===== src/rtl/updown_counter_param.sv =====
// rtl/updown_counter_param.sv - parametrised up/down counter with load, wrap/saturate, tc and sticky ovf
// Optional prescaler enabled by defining COUNTER_PRESCALE_EN.
module updown_counter_param #(
  parameter int WIDTH    = 4,
  parameter int MODULUS  = 16,
  parameter int SATURATE = 0
`ifdef COUNTER_PRESCALE_EN
  ,
  parameter int PRESCALE = 4
`endif
) (
  input  logic             clk,
  input  logic             r,
  input  logic             EC,
  input  logic             up_dn,
  input  logic             ld,
  input  logic [WIDTH-1:0] D,
  input  logic             clr_ovf,
  output logic [WIDTH-1:0] Q,
  output logic             tc,
  output logic             ovf
);

  localparam logic [WIDTH-1:0] MAX = WIDTH'(MODULUS - 1);

  logic [WIDTH-1:0] r_q;
  logic             r_ovf;
  logic [WIDTH-1:0] w_q_next;
  logic             w_step;
  logic             w_at_max;
  logic             w_at_zero;

`ifdef COUNTER_PRESCALE_EN
  localparam int PW = (PRESCALE > 2) ? $clog2(PRESCALE) : 1;
  localparam logic [PW-1:0] PRE_LAST = PW'(PRESCALE - 1);

  logic [PW-1:0] r_pre;

  // Prescaler phase survives EC=0; only a load realigns it.
  always_ff @(posedge clk or negedge r) begin
    if (!r) begin
      r_pre <= '0;
    end else if (ld) begin
      r_pre <= '0;
    end else if (EC) begin
      r_pre <= (r_pre == PRE_LAST) ? '0 : r_pre + PW'(1);
    end
  end

  assign w_step = (r_pre == PRE_LAST);
`else
  assign w_step = 1'b1;
`endif

  assign w_at_max  = (r_q == MAX);
  assign w_at_zero = (r_q == '0);

  assign tc = EC & ~ld & w_step & ((up_dn & w_at_max) | (~up_dn & w_at_zero));

  always_comb begin
    w_q_next = r_q;
    if (ld) begin
      w_q_next = (D > MAX) ? MAX : D;
    end else if (EC && w_step) begin
      if (up_dn) begin
        if (!w_at_max)          w_q_next = r_q + WIDTH'(1);
        else if (SATURATE == 0) w_q_next = '0;
      end else begin
        if (!w_at_zero)         w_q_next = r_q - WIDTH'(1);
        else if (SATURATE == 0) w_q_next = MAX;
      end
    end
  end

  always_ff @(posedge clk or negedge r) begin
    if (!r) begin
      r_q   <= '0;
      r_ovf <= 1'b0;
    end else begin
      r_q <= w_q_next;
      // A boundary crossing on the same edge as a clear must not be lost.
      if (tc)           r_ovf <= 1'b1;
      else if (clr_ovf) r_ovf <= 1'b0;
    end
  end

  assign Q   = r_q;
  assign ovf = r_ovf;

endmodule


===== config.mk =====
export PLATFORM = sky130hd
export DESIGN_NAME = updown_counter_param
export DESIGN_NICKNAME = d
export VERILOG_FILES = /design/src/rtl/updown_counter_param.sv
export SDC_FILE = /design/constraint.sdc
export NUM_CORES = 1
export LEC_CHECK = 0
export CAP_MARGIN = 20
export CORE_AREA = 2 2 39 41
export CTS_CLUSTER_SIZE = 12
export DETAILED_ROUTE_END_ITERATION = 16
export DIE_AREA = 0 0 41 43
export DONT_BUFFER_PORTS = 1
export PLACE_DENSITY = 0.49
export SKIP_CTS_REPAIR_TIMING = 1
export SLEW_MARGIN = 20
export SYNTH_ARGS = -nofsm -noshare
export SYNTH_HDL_FRONTEND = slang
export SYNTH_SLANG_ARGS = --single-unit
export TNS_END_PERCENT = 10

===== constraint.sdc =====
create_clock -name clk -period 3.2 [get_ports clk]
set_input_delay 0.32 -clock clk [delete_from_list [all_inputs] [get_ports clk]]
set_output_delay 0.32 -clock clk [all_outputs]
set_load 0.01 [all_outputs]

## After elaboration in Yosys (flattened, before gate mapping)

Cells that the tools add are included.
W data, S select, Z words.

| storage, ports and cells | value |
|---|---|
| input port bits | 10 |
| output and inout port bits | 6 |
| flip-flop bits (word level) | 5 |
| word-level logic and storage cells | 24 |

| cells by class | value |
|---|---|
| order comparisons | 1 |
| eq/ne operators | 1 |
| reductions and logical operators | 3 |
| $add $sub $neg | 2 |
| bitwise logic cells | 7 |
| mux-type cells | 8 |

Operator list:

| kind | count |
|---|---|
| $mux W4 | 6 |
| $add A4 B1 Y4 const B | 1 |
| $and A1 B1 Y1 | 4 |
| $eq A4 B4 Y1 const B | 1 |
| $gt A4 B4 Y1 const B | 1 |
| $logic_not A4 Y1 | 1 |
| $reduce_bool A2 Y1 | 2 |
| $sub A4 B1 Y4 const B | 1 |
| $mux W1 | 2 |
| $not A1 Y1 | 2 |
| $or A1 B1 Y1 | 1 |

## Logic depth before layout (Yosys ltp)

| logic depth | value |
|---|---|
| depth after elaboration | 5 |
| depth in mapped cells | 6 |
| mapped depth without buffers | 6 |

## Least setup slack after synthesis

Ideal clock, no wire load.

| timing path | value |
|---|---|
| path type | reg2out |
| start | register r_q[0] (netlist: Q[0]) |
| end | output tc |
| data required time | 2880 ps |
| path slack | 1737 ps |
| path buffers | 0 |
| data arrival time | 1143 ps |
| cell stages (with the launch flop) | 6 |
| cell sequence | dfrtp_1 > inv_1 > ha_1 > nor2b_1 > nand2_1 > a21oi_1 |

| between the ends | value |
|---|---|
| word-level cells in the longest chain between the ends | 4 |
| elaborated cells on any way between the ends | 6 |
| those cells by class | 1 x eq/ne; 4 x bitwise; 1 x reduce/logical |

RTL lines:

| element | RTL line | text |
|---|---|---|
| from (decl) | 26 | `logic [WIDTH-1:0] r_q;` |
| from (signal assigned) | 80 | `r_q <= w_q_next;` |
| $eq A4 B4 Y1 or $logic_not A4 Y1 (tied branches) | 55, 56 |  |
| $and A1 B1 Y1 | 58 | `assign tc = EC & ~ld & w_step & ((up_dn & w_at_max) \| (~up_dn & w_at_zero));` |
| $or A1 B1 Y1 (*) | 58 |  |
| $and A1 B1 Y1 (*) | 58 |  |
| to (decl) | 20 | `output logic tc,` |

Mark *: on every way between the ends. The rest lies on a longest branch, timed or not.

## Worst setup path in the final report

Ends and elaborated chain as after synthesis.

==> metrics.txt <==
run status=complete, no violations; fin crit period=1.878 ns; Period Utilization, post-route=58.69%; synthesized flop and latch total=5; placeable core area=1384 um2; area of the mapped netlist=351.6 um2; final setup fails=0; vias in the first global route=304; Cell Pwr Density=509.3 nW/um2; dpl hpwl=592.4 um; TritonCTS clock tree=done; Post-Place Cell Area=367.9 um2; Seq/Total Area, Yosys=35.59%; Die Y=43 um; GPL Wtd Cong=0.6570; Worst Path Max Fanout=8; CTS Root Cell=clkbuf_4; WP data required=2.88 ns; Antenna diodes=0; leakage=0.1835 nW; Detailed Routing Iterations Pass 1=4; Max Cap Viol=0; fmax=532.4 MHz; max_slew headroom=76.44%; RSZ-0062 raised after global routing=false; routed wire length=778 um; peak supply drop=0.1783 mV; routed vias/inst=4.967; R2R depth=6; worst skew pair latency=0.25 ns; final net count=58; RR Endpoint=ovf; die area=1763 um2; area grow syn2layout=14.95%; total CTS buffers=3; first-pass GRT wire length=1228 um; launching point of the worst reg2reg path=Q[0]; library cells used by synthesis=21; num ports=16; Synthesized Nets=53; total number of H-tree levels=1; Worst-Margin Slew=0.3534 ns; CP Class=reg -> out; Sink Count=5; Initial Util=25.41%; worst hold slack=0.1801 ns; Rows=14; min-delay worst type=in -> reg; Critical Path AT=1.56 ns; initial drt markers=9; GRT Util Overall=11.14%; Design Area, Final=404.1 um2; Yosys warnings=0; Hold EP=Q[0]; Clk pin slew, worst setup/hold paths=0.05 ns; Residual DRC=0; Cells on Worst Hold Path=1; grt ovf=0; utilization after layout=29.20%; Max Root-Sink Buffers=2; CP startpoint kind=flop; post-route ant nets=0; total negative setup slack=0 ns; Setup crit end kind=output port; layout cell share with drive strength beyond 1=8.889%; die extent in x=41 um; wire per inst=12.75 um; fin. max-slew vios=0; vias=303; Syn Area/Cell=8.575 um2; Fin. Hold Viols=0; Mapped Cells=41; clock skew=0.006694 ns; largest net degree at the start of global routing=10; I/O Buffers=0; initial antenna violation count=0; reg2reg setup slack=1.70 ns; worst hold start=ld
==> worst max-delay path: stages (launching register included) <==
cell	delay [ns]
dfrtp_1	0.48
inv_1	0.10
ha_1	0.15
nor2b_1	0.18
nand2_1	0.08
a21oi_1	0.33
==> cell usage after synthesis <==
cell,count,area share (%)
a21o_1,2,4.3
a21oi_1,3,4.3
a221oi_2,1,4.3
and2_1,1,1.8
clkbuf_1,1,1.1
dfrtp_1,5,36
ha_1,2,7.1
inv_1,3,3.2
mux2i_1,1,2.8
nand2_1,5,5.3
nand2b_1,1,1.8
nand3_1,2,2.8
nor2_1,1,1.1
nor2b_1,1,1.8
nor3b_1,1,2.1
o21ai_0,5,7.1
o21bai_1,1,2.1
o31ai_1,1,2.1
or3_1,1,1.8
xnor2_1,2,5.0
xor2_1,1,2.5
==> cells in the final DEF (no fill, tap or decap) <==
master and instances:
ha_1 2, nand3_1 2, and2_1 1, a221oi_2 1, o21ai_0 5, a21o_1 2, or3_1 1, nand2_1 5
clkbuf_1 1, dlygate4sd3_1 1, mux2i_1 1, nand2b_1 1, clkbuf_4 3, nor2b_1 1, xor2_1 1, inv_1 3
o31ai_1 1, a21oi_1 3, dfrtp_1 5, o21bai_1 1, nor3b_1 1, nor2_1 1, xnor2_1 2
==> power by group <==
part / total, W / switching, W / internal, W / leakage (nW)
clock network: 0.0000752 / 0.0000279 / 0.0000473 / 0.0150
registers: 0.0000892 / 0.0000185 / 0.0000707 / 0.0621
logic: 0.0000414 / 0.0000184 / 0.0000230 / 0.106
==> cells by family after synthesis <==
family	share of synthesized area, %
AOI/OAI and AO/OA	24.20
buffers and inverters	4.269
DFF	35.59
muxes	2.847
adders and majority gates	7.116
and+or+nand+nor	18.51
xor gates and xnor gates	7.475
==> area by class of cell <==
class | instances | area [um2]
well taps | 16 | 20.02
multi-input cells | 32 | 211.5
inverters | 3 | 11.26
clock buffers | 4 | 26.28
flip-flops and latches | 5 | 125.1
fillers | 162 | 979.7
repair buffers | 1 | 10.01
==> state kept, by name (all words and copies together), names as in the netlist <==
register	cells
ovf	1
Q	4
==> routing by layer <==
metal	part of all wire, %	track usage (%)	vias to the layer above
li1	-	-	149
met1	44	12.22	140
met2	44	13.75	12
met3	9.9	7.330	2
met4	1.2	10.00	0
met5	0	0	-
==> metrics by stage <==
stage,instances,power [W],setup slack (ns)
floorplan,41,0.0001230,1.737
global placement,56,0.0001303,1.593
detailed placement,56,0.0001304,1.587
CTS,60,0.0002089,1.311
global route,61,0.0002263,1.184
finish,61,0.0002058,1.322
==> how the worst max path moves through the flow <==
stage | from | endpoint | slack [ns] | depth (start not counted)
final | Q[0] | tc | 1.32 | 5
after global placement | Q[0] | tc | 1.59 | 5
after CTS | Q[0] | tc | 1.31 | 5
after global routing | Q[0] | tc | 1.18 | 5
after floorplan | Q[0] | tc | 1.74 | 5
after detailed placement | Q[0] | tc | 1.59 | 5
(Power assumes the default switching activity.)
